[src/rtl/buzz_pkg.sv]
// Shared types and constants for the music-buzzer note arbiter.
// Default half-periods assume the 50 MHz board clock.
package buzz_pkg;

    typedef enum logic [1:0] {
        ST_IDLE = 2'd0,
        ST_PLAY = 2'd1,
        ST_GAP  = 2'd2
    } state_e;

    localparam logic [1:0] NOTE_C4  = 2'd0;
    localparam logic [1:0] NOTE_E4  = 2'd1;
    localparam logic [1:0] NOTE_AB4 = 2'd2;
    localparam logic [1:0] NOTE_C5  = 2'd3;

    localparam int DEF_HALF_C4    = 95556;
    localparam int DEF_HALF_E4    = 75843;
    localparam int DEF_HALF_AB4   = 60197;
    localparam int DEF_HALF_C5    = 47778;
    localparam int DEF_GAP_CYCLES = 500000;
    localparam int DEF_CNT_W      = 20;

    // Highest set bit wins, so simultaneous presses favour the higher note.
    function automatic logic [1:0] top_idx(input logic [3:0] v);
        top_idx = NOTE_C4;
        for (int i = 0; i < 4; i++) begin
            if (v[i]) top_idx = 2'(i);
        end
    endfunction

endpackage

[src/rtl/tone_divider.sv]
// Shared counter: square-wave divider while playing, silence timer during a gap.
// clr zeroes both the count and the tone phase.
module tone_divider
    import buzz_pkg::*;
#(
    parameter int CNT_W = DEF_CNT_W
) (
    input  logic             clk,
    input  logic             rst_n,
    input  logic             clr,
    input  logic             tgl_en,
    input  logic [CNT_W-1:0] half,
    output logic             tone,
    output logic             at_end
);

    logic [CNT_W-1:0] cnt_q, cnt_d;
    logic             tone_q, tone_d;

    assign at_end = (cnt_q == half - CNT_W'(1));
    assign tone   = tone_q;

    always_comb begin
        cnt_d  = cnt_q + CNT_W'(1);
        tone_d = tone_q;
        if (clr) begin
            cnt_d  = '0;
            tone_d = 1'b0;
        end else if (at_end) begin
            cnt_d = '0;
            if (tgl_en) tone_d = ~tone_q;
        end
    end

    always_ff @(posedge clk or negedge rst_n) begin
        if (!rst_n) begin
            cnt_q  <= '0;
            tone_q <= 1'b0;
        end else begin
            cnt_q  <= cnt_d;
            tone_q <= tone_d;
        end
    end

endmodule

[src/rtl/buzz_note_arbiter.sv]
// Last-pressed-wins note arbiter for four buttons, with a silence gap
// inserted on every note change before the new tone starts.
module buzz_note_arbiter
    import buzz_pkg::*;
#(
    parameter int HALF_C4    = DEF_HALF_C4,
    parameter int HALF_E4    = DEF_HALF_E4,
    parameter int HALF_AB4   = DEF_HALF_AB4,
    parameter int HALF_C5    = DEF_HALF_C5,
    parameter int GAP_CYCLES = DEF_GAP_CYCLES,
    parameter int CNT_W      = DEF_CNT_W
) (
    input  logic       clk_50MHz,
    input  logic       reset,
    input  logic [3:0] btn,
    input  logic       mute,
    output logic       buzzer,
    output logic [1:0] note_idx,
    output logic       playing
);

    localparam logic [3:0][CNT_W-1:0] HALF_TBL = {
        CNT_W'(HALF_C5), CNT_W'(HALF_AB4), CNT_W'(HALF_E4), CNT_W'(HALF_C4)
    };

    state_e      state_q, state_d;
    logic [3:0]  btn_q, rise;
    logic [1:0]  note_q, note_d, pend_q, pend_d;
    logic        playing_q, playing_d;
    logic        cand_chg, cand_none;
    logic [1:0]  cand_idx;
    logic [CNT_W-1:0] half_sel;
    logic        tone, at_end, clr;

    assign rise = btn & ~btn_q;

    // A fresh press beats everything; otherwise losing the selected (or
    // pending) note falls back to the highest note still held.
    always_comb begin
        cand_chg  = 1'b0;
        cand_idx  = top_idx(btn);
        cand_none = (btn == 4'b0);
        if (rise != 4'b0) begin
            cand_chg  = 1'b1;
            cand_idx  = top_idx(rise);
            cand_none = 1'b0;
        end else if (!btn[note_q] || (state_q == ST_GAP && !btn[pend_q])) begin
            cand_chg = 1'b1;
        end
    end

    always_comb begin
        state_d = state_q;
        note_d  = note_q;
        pend_d  = pend_q;
        unique case (state_q)
            ST_IDLE: begin
                if (cand_chg && !cand_none) begin
                    state_d = ST_PLAY;
                    note_d  = cand_idx;
                end
            end
            ST_PLAY: begin
                if (cand_chg && cand_none) begin
                    state_d = ST_IDLE;
                end else if (cand_chg && cand_idx != note_q) begin
                    state_d = ST_GAP;
                    pend_d  = cand_idx;
                end
            end
            ST_GAP: begin
                if (cand_chg && cand_none) begin
                    state_d = ST_IDLE;
                end else begin
                    if (cand_chg) pend_d = cand_idx;
                    if (at_end) begin
                        state_d = ST_PLAY;
                        note_d  = pend_d;
                    end
                end
            end
            default: state_d = ST_IDLE;
        endcase
        playing_d = (state_d == ST_PLAY);
    end

    // Counter restarts on every state change and sits at zero in IDLE.
    assign clr      = (state_d != state_q) || (state_q == ST_IDLE);
    assign half_sel = (state_q == ST_GAP) ? CNT_W'(GAP_CYCLES) : HALF_TBL[note_q];

    tone_divider #(.CNT_W(CNT_W)) u_div (
        .clk    (clk_50MHz),
        .rst_n  (reset),
        .clr    (clr),
        .tgl_en (state_q == ST_PLAY),
        .half   (half_sel),
        .tone   (tone),
        .at_end (at_end)
    );

    always_ff @(posedge clk_50MHz or negedge reset) begin
        if (!reset) begin
            state_q   <= ST_IDLE;
            btn_q     <= 4'b0;
            note_q    <= NOTE_C4;
            pend_q    <= NOTE_C4;
            playing_q <= 1'b0;
        end else begin
            state_q   <= state_d;
            btn_q     <= btn;
            note_q    <= note_d;
            pend_q    <= pend_d;
            playing_q <= playing_d;
        end
    end

    assign buzzer   = tone & ~mute;
    assign note_idx = note_q;
    assign playing  = playing_q;

endmodule

[config.mk]
export PLATFORM = sky130hd
export DESIGN_NAME = buzz_note_arbiter
export DESIGN_NICKNAME = d
export VERILOG_FILES = /design/src/rtl/buzz_pkg.sv /design/src/rtl/tone_divider.sv /design/src/rtl/buzz_note_arbiter.sv
export SDC_FILE = /design/constraint.sdc
export NUM_CORES = 1
export LEC_CHECK = 0
export CORE_MARGIN = 2
export CORE_UTILIZATION = 40
export DETAILED_ROUTE_END_ITERATION = 16
export SYNTH_ARGS = -nofsm -noshare
export SYNTH_HDL_FRONTEND = slang
export SYNTH_SLANG_ARGS = --single-unit
[constraint.sdc]
create_clock -name clk_50MHz -period 3.1 [get_ports clk_50MHz]
set_clock_uncertainty 0.05 [all_clocks]
set_input_delay 0.775 -clock clk_50MHz [delete_from_list [all_inputs] [get_ports clk_50MHz]]
set_output_delay 0.775 -clock clk_50MHz [all_outputs]
set_load 0.005 [all_outputs]
* Word level (Yosys, flattened, before mapping)
Index checks and enable logic that the tools add are counted.
** Storage, ports and cells
- Output and inout port bits :: 4
- Input bits :: 7
- Register bits :: 32
- Latch bits :: 0
- Memory bits (read-only) :: 0
- Logic and storage cells :: 83
- RAM bits :: 0
- Memories :: 0
** Operators by class
- Bitwise logic cells :: 5
- Muxes and demuxes :: 37
- Magnitude comparators :: 2
- $mul :: 0
- Reductions and logical operators :: 19
- Eq/ne operators :: 11
- Div/mod/pow operators :: 0
- Shift operators :: 0
- Add/sub/neg operators :: 2
** Operators with widths (number)
- $mux W20 :: 4
- $bmux W20 S2 :: 1
- $mux W2 :: 17
- $add A20 B1 Y20 const B :: 1
- $eq A20 B20 Y1 :: 1
- $sub A20 B1 Y20 const B :: 1
- $mux W1 :: 10
- $ne A2 B2 Y1 const B :: 5
- $pmux W2 S2 :: 2
- $reduce_and A4 Y1 :: 2
- $reduce_bool A2 Y1 :: 4
- $lt A2 B3 Y1 const B :: 2
- $pmux W2 S3 :: 1
- $and A4 B4 Y4 :: 1
- $bmux W1 S2 :: 2
- $eq A2 B1 Y1 const B :: 2
- $logic_and A1 B1 Y1 :: 4
- $logic_not A4 Y1 :: 1
- $ne A2 B2 Y1 :: 2
- $not A4 Y4 :: 1
- $reduce_bool A4 Y1 :: 1
- $logic_not A1 Y1 :: 3
- $eq A2 B2 Y1 const B :: 1
- $logic_not A2 Y1 :: 1
- other kinds (4) :: 6

* Logic depth before layout (Yosys ltp)
Gate-level depths: netlist (run 1).
- Depth after elaboration :: 15
- Gate-level depth with buffers :: 14
- Depth with buffers taken out :: 11

* Modules after synthesis
A second synthesis (run 1) with hierarchy kept.
** Second synthesis, totals
- Cell total of the unflattened synthesis :: 302
- Area total of the unflattened synthesis :: 2643.8 um2
** By module, submodules not included
- tone_divider :: instances 1, cells an instance 216, area an instance 1818.0 um2
- buzz_note_arbiter :: instances 1, cells an instance 86, area an instance 825.8 um2

* Worst setup path before layout (run 1)
Ideal clock, no wire load.
- Path type :: flip-flop to flip-flop
- From :: reg note_q[1], in the netlist note_idx[1]
- To :: reg note_q[0], in the netlist note_idx[0]
- Slack :: -94 ps
- Period minus slack after synthesis :: 3194 ps
- Buffers on the path :: 2
- Stages on the path, launching flop included :: 14
- Arrival :: 3016 ps
- Cells stage by stage :: dfrtp_1 buf_2 inv_1 ha_1 buf_2 nand2_1 ha_1 xnor2_1 and4b_1 o21ai_0 o2bb2ai_1 or4b_4 o32a_1 mux2_1
** Between the ends
- Word-level cells in the longest chain between the ends :: 10
** RTL lines
- start: declaration :: line buzz_note_arbiter.sv:28 : logic [1:0] note_q, note_d, pend_q, pend_d;
- start signal: assignment :: line buzz_note_arbiter.sv:111 : note_q <= note_d;
- parallel branches: the longest is 10 deep, another holds $sub A20 B1 Y20
Parallel ways; which one is timed is not known. The select of a mux whose other input is x is not followed.
A chain may end at the register's enable or synchronous reset.

* Worst setup path after layout (run 1)
- From :: reg note_q[0], in the netlist note_idx[0]
- To :: reg note_q[0], in the netlist note_idx[0]
The elaborated chain is that of the path after synthesis.

==> flow_summary_export.csv, run 1 <==
group,metric,value,unit
run_status,outcome,"complete, no violations",
detailed_routing,drt.antenna.violating_nets,0,
sta,max_slew.worst_pin.slew,0.4120,ns
critical_path,reg2reg_slack,0.16,ns
critical_path,reg2reg_from,"note_idx[0]",
placed_design,port_buffers,10,
worst_hold_path,holdCritPathClass,"reg2reg",
detailed_routing,viasPerCell,5.274,
layout,most_common_library_cell_in_the_layout_ignoring_fill_and_taps,"sky130_fd_sc_hd__dfrtp_1",
die,dieWidth,75.78,um
sta,grt_setup_unrepaired,"no",
detailed_routing,vias,1714,
clocking,cts_made_buffers,5,
layout,most-common-layout-cells,"32 x sky130_fd_sc_hd__dfrtp_1, 31 x sky130_fd_sc_hd__nor2_1, 19 x sky130_fd_sc_hd__nand2_1",
clocking,clkSlewWorstSetupHoldPaths,0.07,ns
clocking,clock_tree.root_cell,"sky130_fd_sc_hd__clkbuf_8",
layout,share_of_final_layout_standard_cells_stronger_than_drive_strength_1,0.1373,
die,die_h,75.78,um
die,die-area,5742,um^2
critical_path,max_stage_delay,0.59,ns
synthesis,yosys.area_share.xor_xnor,0.1148,
synthesis,synth_enable_flop_cells,0,
critical_path,arrival_time_of_data_at_the_critical_path_endpoint,3.05,ns
critical_path,path_class,"reg2reg",
synthesis,area_fraction_in_compound_gates_after_synthesis,0.1105,
die,initial_utilization,0.4087,
critical_path,critPathBufInv,1,
layout,finish.utilization,0.4923,
layout,area_growth_syn_to_layout,20.46,%
synthesis,yosys-mux-area-fraction,0.04311,
sta,period_minus_slack,2.938,ns
synthesis,synthesis.nets,238,
power,max-vdd-ir-drop,0.3631,mV
grt,grt_first_pass_wirelength,7707,um
die,std_cell_rows,26,
sta,maxSlewViolCount,0,
critical_path,r2r-end,"note_idx[0]",
worst_hold_path,timing.hold.worst_path_depth,2,
grt,global_route.usage.total,0.1792,
sta,setup_viol_count_final,0,
power,fin_total_pwr,1.898,mW
critical_path,worstSetupEndpointType,"flop",
sta,max_clock_freq,0.3404,GHz
layout,nets,267,
critical_path,highest_delay_cell_along_the_critical_path,"sky130_fd_sc_hd__or4b_4",
critical_path,crit_family,"simple AND/OR/NAND/NOR gates",
worst_hold_path,hold_start,"u_div.tone",
clocking,clk_latency,0.29,ns
synthesis,ys.warnings.count,0,
clocking,cts_hold_repair.buffers,0,
synthesis,synth_cell_types,54,
power,power_density,764.6,nW/um^2
detailed_routing,post-route-drc-count,0,
placed_design,globalplace.congestion,0.8228,
synthesis,synth-async-reset-ratio,1.000,
die,fp.coreArea,5042,um^2
synthesis,avgSynthCellArea,9.159,um^2
clocking,cts_max_level,2,
critical_path,path_max_fanout,4,
synthesis,netlist_area,2061,um^2
sta,maxSlewHeadroom,0.7253,
placed_design,post-dp-hpwl,3391,um
power,power.leakage,1.036,nW
worst_hold_path,timing.hold.worst_endpoint,"u_div.tone",
synthesis,post_synth_fa_ha_maj_area_fraction,0.03643,
layout,insertedDiodeCount,0,
critical_path,cp_cell_sequence,"inv_1, ha_1, nand2_1, ha_2, xnor2_2, and4b_1, o21ai_0, o2bb2ai_1, or4b_4, o32a_1, mux2_1",
critical_path,crit_path_start_kind,"flop",
detailed_routing,drt-total-wl,4567,um
detailed_routing,wl_per_cell,14.05,um
synthesis,synth.ff_latch_count,32,
grt,overflow,0,
clocking,cts_tree,"built",
sta,post-route-period-util,0.9478,
run,max-cap-violations,0,
synthesis,post_synth_inst_count,225,
layout,fill_cell_instance_count_of_the_final_layout,493,
synthesis,post_synth_and_or_nand_nor_area_fraction,0.2769,
die,boundaryPins,11,
clocking,numClockSinks,32,
sta,hold_viol_final,0,
critical_path,worstPathRequired,3.21,ns
grt,number_of_global_route_vias_before_repair,1622,
detailed_routing,drt-pass1-iter-count,4,
clocking,clk_path_buf_depth,2,
synthesis,yosysSeqAreaShare,0.3886,
detailed_routing,drt-initial-drc-count,74,
grt,number_of_antenna_violations_at_the_first_check_in_global_routing,0,
synthesis,synth_top_family_by_area,"simple AND/OR/NAND/NOR gates",
synthesis,postSynth.topFlopCell,"sky130_fd_sc_hd__dfrtp_1",
critical_path,worst_r2r_path_depth,11,
grt,grt_max_degree,33,
-- power by group --
group	leakage [nW]	internal [mW]	switching [mW]
sequential	0.418	0.474	0.0392
clock	0.0552	0.238	0.161
combinational	0.562	0.473	0.512
total	1.04	1.19	0.712
-- stage by stage --
| stage | cells | setup TNS, ns | hold slack (ns) | worst slack [ns] | area [um^2] |
|---|---|---|---|---|---|
| floorplan | 225 | 0 | 0.4294 | 0.01957 | 2074 |
| global placement | 316 | -0.06255 | 0.4870 | -0.01080 | 2365 |
| CTS | 324 | 0 | 0.4974 | 0.1270 | 2472 |
| detailed placement | 316 | -0.8959 | 0.4874 | -0.06936 | 2365 |
| finish | 325 | 0 | 0.4876 | 0.1619 | 2482 |
| global route | 325 | 0 | 0.5243 | 0.005109 | 2482 |
-- worst max-delay path by stage --
stage,depth (start not counted),endpoint,from
2_1_floorplan,13,note_idx[0],note_idx[1]
3_3_place_gp,10,u_div.cnt_q[16],btn[1]
3_5_place_dp,10,u_div.cnt_q[2],btn[1]
4_1_cts,11,note_idx[0],note_idx[0]
5_1_grt,11,note_idx[0],note_idx[1]
6_report,11,note_idx[0],note_idx[0]
-- routing by layer --
layer / vias up / wire length [um] / global-route usage
met5: - / 0 / 0
met4: 0 / 41 / 0.05263
met3: 4 / 133 / 0.04365
met2: 29 / 2221 / 0.2950
met1: 821 / 2171 / 0.2332
li1: 860 / - / -
-- synthesized netlist by cell type (2+ instances only) --
master | n | area share
sky130_fd_sc_hd__dfrtp_1 | 32 | 0.39
sky130_fd_sc_hd__or2b_1 | 2 | 0.0073
sky130_fd_sc_hd__a31oi_1 | 2 | 0.0061
sky130_fd_sc_hd__and3_1 | 6 | 0.018
sky130_fd_sc_hd__a21oi_1 | 4 | 0.0097
sky130_fd_sc_hd__nand3_1 | 12 | 0.029
sky130_fd_sc_hd__mux4_2 | 2 | 0.022
sky130_fd_sc_hd__inv_1 | 8 | 0.015
sky130_fd_sc_hd__mux2_1 | 2 | 0.011
sky130_fd_sc_hd__buf_2 | 4 | 0.0097
sky130_fd_sc_hd__nand2_1 | 19 | 0.035
sky130_fd_sc_hd__o21ai_0 | 3 | 0.0073
sky130_fd_sc_hd__and2_1 | 2 | 0.0061
sky130_fd_sc_hd__nor2_1 | 31 | 0.056
sky130_fd_sc_hd__o311ai_0 | 2 | 0.0085
sky130_fd_sc_hd__nor2b_1 | 3 | 0.0091
sky130_fd_sc_hd__a311oi_1 | 2 | 0.0085
sky130_fd_sc_hd__or4_1 | 3 | 0.011
sky130_fd_sc_hd__xnor2_1 | 15 | 0.064
sky130_fd_sc_hd__nand4_1 | 5 | 0.015
sky130_fd_sc_hd__and4_1 | 3 | 0.013
sky130_fd_sc_hd__ha_1 | 6 | 0.036
sky130_fd_sc_hd__o22ai_1 | 2 | 0.0061
sky130_fd_sc_hd__o211ai_1 | 2 | 0.0073
sky130_fd_sc_hd__a21o_1 | 2 | 0.0073
sky130_fd_sc_hd__nor3_1 | 7 | 0.017
sky130_fd_sc_hd__xor2_1 | 12 | 0.051
sky130_fd_sc_hd__nor4_1 | 4 | 0.012
sky130_fd_sc_hd__nand2b_1 | 3 | 0.0091
-- area by class of cell --
type / count / area [um^2] / area share
tap: 70 / 87.58 / 0.03528
multi-input combinational: 179 / 1209 / 0.4869
inverter: 8 / 30.03 / 0.01210
timing repair buffer: 28 / 247.7 / 0.09980
clock buffer: 6 / 72.57 / 0.02923
sequential: 32 / 800.8 / 0.3226
clock inverter: 2 / 35.03 / 0.01411
-- sequential cells by signal, summed over array words and instances, names as in the netlist --
register / count
u_div.cnt_q: 20
btn_q: 4
note_idx: 2
pend_q: 2
state_q: 2
playing: 1
u_div.tone: 1
-- repair_timing --
action                                  4_1_cts  5_1_grt
setup buffers                                 0        1
endpoints found under the hold margin         0        0
endpoints found under the setup margin        0        2
resized for setup                             0        1
-- tightest hold or removal path: cells and delay by family (launching register included) --
family,cells,cell delay [ns]
AOI/OAI and AO/OA,1,0.05
DFF,1,0.39
and+or+nand+nor,1,0.06
-- cells by family (layout without fill, tap and decap cells) --
logic type / Yosys count / in the layout
flip-flops: 32 / 32
XOR/XNOR: 27 / 27
AO/OA/AOI/OAI: 31 / 31
multiplexers: 6 / 6
AND/OR/NAND/NOR: 109 / 109
buffers and inverters: 14 / 44
adder cells (fa/ha/maj): 6 / 6
(Power assumes the default switching activity.)
==> run 2: changes to the inputs <==
--- a/config.mk
+++ b/config.mk
@@ -8,6 +8,7 @@
 export CORE_MARGIN = 2
 export CORE_UTILIZATION = 40
 export DETAILED_ROUTE_END_ITERATION = 16
+export PLACE_DENSITY = 0.57
 export SYNTH_ARGS = -nofsm -noshare
 export SYNTH_HDL_FRONTEND = slang
 export SYNTH_SLANG_ARGS = --single-unit
==> constraint.sdc (replaced) <==
create_clock -name clk_50MHz -period 3.3 [get_ports clk_50MHz]
set_clock_uncertainty 0.05 [all_clocks]
set_input_delay 0.825 -clock clk_50MHz [delete_from_list [all_inputs] [get_ports clk_50MHz]]
set_output_delay 0.825 -clock clk_50MHz [all_outputs]
set_load 0.005 [all_outputs]
==> run 2 against run 1 <==
Against the previous run:
- cell count shrank 2.2%
- wire length down 2.2%
- utilization fell by 1.8 points
- critical path type unchanged
- flip-flop and latch count did not move
- via count down 0.64%
- critical path depth unchanged
- register-to-register slack better by 0.15 ns
- first-iteration DRC count down 5.4%
- largest power group unchanged
- clock power shrank 22%
- setup slack gained 0.15 ns
- die area unchanged
- highest routed layer unchanged
==> flow_summary_export.csv, run 2 (synthesized netlist as in run 1, its figures left out) <==
group,metric,value,unit
power,power_density,689.7,nW/um^2
detailed_routing,drt-initial-drc-count,70,
critical_path,highest_delay_cell_along_the_critical_path,"sky130_fd_sc_hd__or4b_4",
placed_design,port_buffers,10,
critical_path,max_stage_delay,0.58,ns
clocking,clkSlewWorstSetupHoldPaths,0.07,ns
sta,finalSetupTns,0,ns
sta,maxSlewViolCount,0,
sta,maxSlewHeadroom,0.7381,
grt,use_met3,0.03836,
grt,global_route.usage.total,0.1811,
layout,share_of_final_layout_standard_cells_stronger_than_drive_strength_1,0.1008,
worst_hold_path,holdCritPathClass,"reg2reg",
clocking,cts_made_buffers,5,
clocking,postCtsSetupBuffers,0,
sta,setup_viol_count_final,0,
critical_path,cp_cell_sequence,"inv_1, ha_1, nand2_1, ha_1, xnor2_1, and4b_1, o21ai_0, o2bb2ai_1, or4b_4, o32a_1, mux2_1",
sta,post-route-period-util,0.9044,
power,fin_total_pwr,1.648,mW
grt,global_route.peak_usage_layer,"met2",
placed_design,globalplace.congestion,0.8130,
clocking,clock_tree.root_cell,"sky130_fd_sc_hd__clkbuf_8",
detailed_routing,drt-pass1-iter-count,4,
clocking,cts_resized,0,
clocking,cts_tree,"built",
power,max-vdd-ir-drop,0.3303,mV
run_status,outcome,"complete, no violations",
placed_design,detailed_place.area,2300,um^2
grt,number_of_antenna_violations_at_the_first_check_in_global_routing,0,
critical_path,arrival_time_of_data_at_the_critical_path_endpoint,3.10,ns
clocking,cts_max_level,2,
critical_path,path_class,"reg2reg",
critical_path,crit_family,"simple AND/OR/NAND/NOR gates",
clocking,clk_latency,0.28,ns
layout,largest_register_ffs,20,
grt,globalRouteMet2Util,0.3142,
critical_path,worstSetupEndpointType,"flop",
detailed_routing,post-route-drc-count,0,
layout,finish.utilization,0.4739,
placed_design,post-dp-hpwl,3363,um
sta,max_clock_freq,0.3351,GHz
layout,most_common_library_cell_in_the_layout_ignoring_fill_and_taps,"sky130_fd_sc_hd__dfrtp_1",
layout,most-common-layout-cells,"32 x sky130_fd_sc_hd__dfrtp_1, 31 x sky130_fd_sc_hd__nor2_1, 19 x sky130_fd_sc_hd__nand2_1",
sta,grt_setup_unrepaired,"no",
layout,ff_latch_area,800.8,um^2
critical_path,critPathBufInv,1,
die,std_cell_rows,26,
layout,multi_input_comb_area,1199,um^2
grt,grt_use_met1,0.2191,
clocking,clk_path_buf_depth,2,
die,initial_utilization,0.4087,
power,power.leakage,0.9850,nW
die,die_h,75.78,um
grt,grt_max_degree,33,
layout,reg.largest.list,"u_div.cnt_q: 20 flops, btn_q: 4 flops",
grt,number_of_global_route_vias_before_repair,1727,
run,max-cap-violations,0,
clocking,numClockSinks,32,
critical_path,crit_path_start_kind,"flop",
layout,insertedDiodeCount,0,
die,die-area,5742,um^2
die,fp.coreArea,5042,um^2
layout,area_growth_syn_to_layout,15.97,%
detailed_routing,wl_per_cell,14.05,um
grt,overflow,0,
critical_path,path_max_fanout,4,
detailed_routing,viasPerCell,5.355,
die,dieWidth,75.78,um
critical_path,critical-path-top-cell-by-count,"sky130_fd_sc_hd__ha_1",
sta,hold_viol_final,0,
detailed_routing,drt-total-wl,4468,um
sta,max_slew.worst_pin.slew,0.3892,ns
layout,nets,260,
layout,postLayoutCellArea,2390,um^2
detailed_routing,drt.antenna.violating_nets,0,
sta,period_minus_slack,2.985,ns
layout,fill_cell_instance_count_of_the_final_layout,487,
grt,grt_first_pass_wirelength,7900,um
critical_path,worstPathRequired,3.41,ns
clocking,cts_hold_repair.buffers,0,
detailed_routing,vias,1703,
die,boundaryPins,11,
layout,most_flops_register,"u_div.cnt_q",
[run 2: power breakdown]
group	internal (mW)	leakage (nW)	switching, mW
clock network	0.170	0.0455	0.140
logic	0.386	0.521	0.471
registers	0.445	0.418	0.0364
total	1.00	0.985	0.647
[run 2: final cells by class]
| class | count | area share |
|---|---|---|
| clock buffer | 8 | 0.03770 |
| tap | 70 | 0.03665 |
| timing repair buffer | 21 | 0.07644 |
| inverter | 8 | 0.01257 |
| sequential | 32 | 0.3351 |
| multi-input combinational | 179 | 0.5016 |
[run 2: through the flow]
step	std cells	hold WS, ns	setup WS [ns]
final	318	0.4965	0.3155
after CTS	318	0.5014	0.3049
after global routing	318	0.5220	0.1033
after floorplan	225	0.4484	0.1063
after detailed placement	310	0.4901	0.04249
after global placement	310	0.4763	0.08729
[run 2: worst min-delay path, cell delays in order, from the launching register on]
cell	delay, ns
sky130_fd_sc_hd__dfrtp_1	0.40
sky130_fd_sc_hd__nand2_1	0.06
sky130_fd_sc_hd__a21oi_1	0.05
[run 2: final timing paths]
kind	startpoint	to	slack, ns	cells after the start
setup / recovery	note_idx[1]	note_idx[1]	0.32	11
hold / removal	u_div.tone	u_div.tone	0.50	2
setup reg to reg	note_idx[1]	note_idx[1]	0.32	11
hold reg to reg	u_div.tone	u_div.tone	0.50	2
max in group asynchronous	reset	u_div.cnt_q[19]	2.01	2
min in group asynchronous	reset	u_div.cnt_q[2]	0.90	2
[run 2: per-layer routing]
layer / wire (um) / vias up
li1: - / 851
met1: 2003 / 817
met2: 2276 / 27
met3: 124 / 8
met4: 63 / 0
met5: 0 / -
==> run 3: changes to the inputs <==
--- a/config.mk
+++ b/config.mk
@@ -5,10 +5,13 @@
 export SDC_FILE = /design/constraint.sdc
 export NUM_CORES = 1
 export LEC_CHECK = 0
+export CAP_MARGIN = 20
+export CELL_PAD_IN_SITES_DETAIL_PLACEMENT = 1
+export CELL_PAD_IN_SITES_GLOBAL_PLACEMENT = 1
 export CORE_MARGIN = 2
 export CORE_UTILIZATION = 40
 export DETAILED_ROUTE_END_ITERATION = 16
-export PLACE_DENSITY = 0.57
+export PLACE_DENSITY = 0.7
 export SYNTH_ARGS = -nofsm -noshare
 export SYNTH_HDL_FRONTEND = slang
 export SYNTH_SLANG_ARGS = --single-unit
==> run 3 against run 2 <==
Against the previous run:
- total power rose by 2.5%
- utilization up 0.20 points
- largest cell class unchanged
- worst hold slack better by 0.0049 ns
- die area stayed put
- sequential share of layout area shrank 0.14 points
- final area grew 0.42%
- non-clock buffer count rose by 1
- combinational power up 3.4%
- count of clock-buffer cells in the layout shrank 2
- cell count grew 0.31%
- wire length is 16% higher
- first-iteration DRC count rose by 27%
==> flow_summary_export.csv, run 3 (synthesized netlist as in run 1, its figures left out) <==
group,metric,value,unit
sta,fin_hold_ws,0.5014,ns
power,max-vdd-ir-drop,0.3040,mV
layout,nets,261,
placed_design,globalplace.congestion,0.7882,
die,initial_utilization,0.4087,
detailed_routing,drt-initial-drc-count,89,
sta,maxSlewViolCount,0,
grt,grt_first_pass_wirelength,8783,um
sta,post-route-period-util,0.9154,
detailed_routing,wl_per_cell,16.30,um
clocking,numClockSinks,32,
clocking,cts_max_level,2,
layout,most_flops_register,"u_div.cnt_q",
run,max-cap-violations,0,
layout,instances_no_fill,319,
layout,postLayoutCellArea,2400,um^2
grt,number_of_global_route_vias_before_repair,1763,
critical_path,reg2reg_from,"note_idx[0]",
detailed_routing,viasPerCell,5.498,
layout,fill_cell_instance_count_of_the_final_layout,597,
layout,largest_register_ffs,20,
grt,number_of_antenna_violations_at_the_first_check_in_global_routing,0,
die,std_cell_rows,26,
detailed_routing,drt-pass1-iter-count,4,
sta,period_minus_slack,3.021,ns
placed_design,dp_cells,311,
placed_design,port_buffers,10,
critical_path,crit_path_start_kind,"flop",
sta,maxSlewHeadroom,0.7281,
die,die-area,5742,um^2
detailed_routing,vias,1754,
die,fp.coreArea,5042,um^2
sta,grt_setup_unrepaired,"no",
critical_path,worst_setup_path_startpoint,"note_idx[0]",
die,die_h,75.78,um
grt,global_route.usage.total,0.2050,
layout,most_common_library_cell_in_the_layout_ignoring_fill_and_taps,"sky130_fd_sc_hd__dfrtp_1",
critical_path,path_max_fanout,4,
clocking,cts_hold_repair.buffers,0,
layout,share_of_final_layout_standard_cells_stronger_than_drive_strength_1,0.1124,
layout,most-common-layout-cells,"32 x sky130_fd_sc_hd__dfrtp_1, 31 x sky130_fd_sc_hd__nor2_1, 19 x sky130_fd_sc_hd__nand2_1",
worst_hold_path,holdCritPathClass,"reg2reg",
critical_path,path_class,"reg2reg",
clocking,cts_tree,"built",
placed_design,post-dp-hpwl,3897,um
grt,overflow,0,
sta,max_slew.worst_pin.slew,0.4078,ns
layout,insertedDiodeCount,0,
clocking,clkSlewWorstSetupHoldPaths,0.07,ns
critical_path,r2r-end,"note_idx[0]",
critical_path,worst_r2r_path_depth,11,
detailed_routing,post-route-drc-count,0,
power,power.leakage,0.9953,nW
clocking,clk_path_buf_depth,2,
clocking,cts_made_buffers,5,
placed_design,detailed_place.area,2307,um^2
layout,area_growth_syn_to_layout,16.45,%
sta,max_clock_freq,0.3310,GHz
critical_path,worstSetupEndpointType,"flop",
sta,hold_viol_final,0,
detailed_routing,drt-total-wl,5200,um
critical_path,worstPathRequired,3.41,ns
sta,finalSetupTns,0,ns
run_status,outcome,"complete, no violations",
critical_path,setup.worst_path.end,"note_idx[0]",
die,boundaryPins,11,
power,power_density,704.0,nW/um^2
clocking,clock_tree.root_cell,"sky130_fd_sc_hd__clkbuf_8",
clocking,postCtsSetupBuffers,0,
critical_path,arrival_time_of_data_at_the_critical_path_endpoint,3.13,ns
detailed_routing,drt.antenna.violating_nets,0,
clocking,clk_latency,0.28,ns
sta,setup_viol_count_final,0,
die,dieWidth,75.78,um
grt,grt_max_degree,33,
critical_path,reg2reg_slack,0.28,ns
clocking,cts_resized,0,
layout,reg.largest.list,"u_div.cnt_q: 20 flops, btn_q: 4 flops",
run 3: cell count changes in the layout (fill, tap and decap cells not counted), sizes merged:
cell / change
buf: +1
clkbuf: -2
clkinv: +2
run 3: layout make-up:
class	instances	area, um^2	area share
tap	70	87.58	0.03650
clock inverter	2	10.01	0.004171
multi-input combinational	179	1199	0.4995
sequential	32	800.8	0.3337
inverter	8	30.03	0.01251
timing repair buffer	22	190.2	0.07925
clock buffer	6	82.58	0.03441
run 3: critical path, stage by stage, from the launching register on:
cell	delay [ns]
sky130_fd_sc_hd__dfrtp_1	0.35
sky130_fd_sc_hd__inv_1	0.08
sky130_fd_sc_hd__ha_1	0.30
sky130_fd_sc_hd__nand2_1	0.06
sky130_fd_sc_hd__ha_1	0.22
sky130_fd_sc_hd__xnor2_1	0.23
sky130_fd_sc_hd__and4b_1	0.21
sky130_fd_sc_hd__o21ai_0	0.09
sky130_fd_sc_hd__o2bb2ai_1	0.19
sky130_fd_sc_hd__or4b_4	0.60
sky130_fd_sc_hd__o32a_1	0.21
sky130_fd_sc_hd__mux2_1	0.33
run 3: layer usage:
layer  global-route usage  vias up  part of all wire
met3              0.02646        8             0.016
met4              0.07212        0             0.015
met1               0.2611      878              0.47
li1                     -      851                 -
met2               0.3554       17              0.50
met5                    0        -                 0
run 3: how the worst min path moves through the flow:
stage	from	to	depth (start not counted)	slack, ns
after floorplan	u_div.tone	u_div.tone	2	0.45
after global placement	u_div.cnt_q[19]	u_div.cnt_q[19]	2	0.48
after detailed placement	u_div.tone	u_div.tone	2	0.49
after CTS	u_div.tone	u_div.tone	2	0.51
after global routing	u_div.tone	u_div.tone	2	0.56
final	u_div.tone	u_div.tone	2	0.50
run 3: where the power goes:
group          switching, mW  internal, mW
clock network          0.154         0.167
logic                  0.497         0.389
registers             0.0384         0.445
run 3: metrics by stage:
step / util / setup slack, ns / power, mW
global route: 0.4759 / 0.02120 / 1.832
CTS: 0.4759 / 0.2485 / 1.709
finish: 0.4759 / 0.2792 / 1.689
detailed placement: 0.4576 / -0.04603 / 1.383
global placement: 0.4576 / 0.07969 / 1.359
floorplan: - / 0.1063 / 1.109
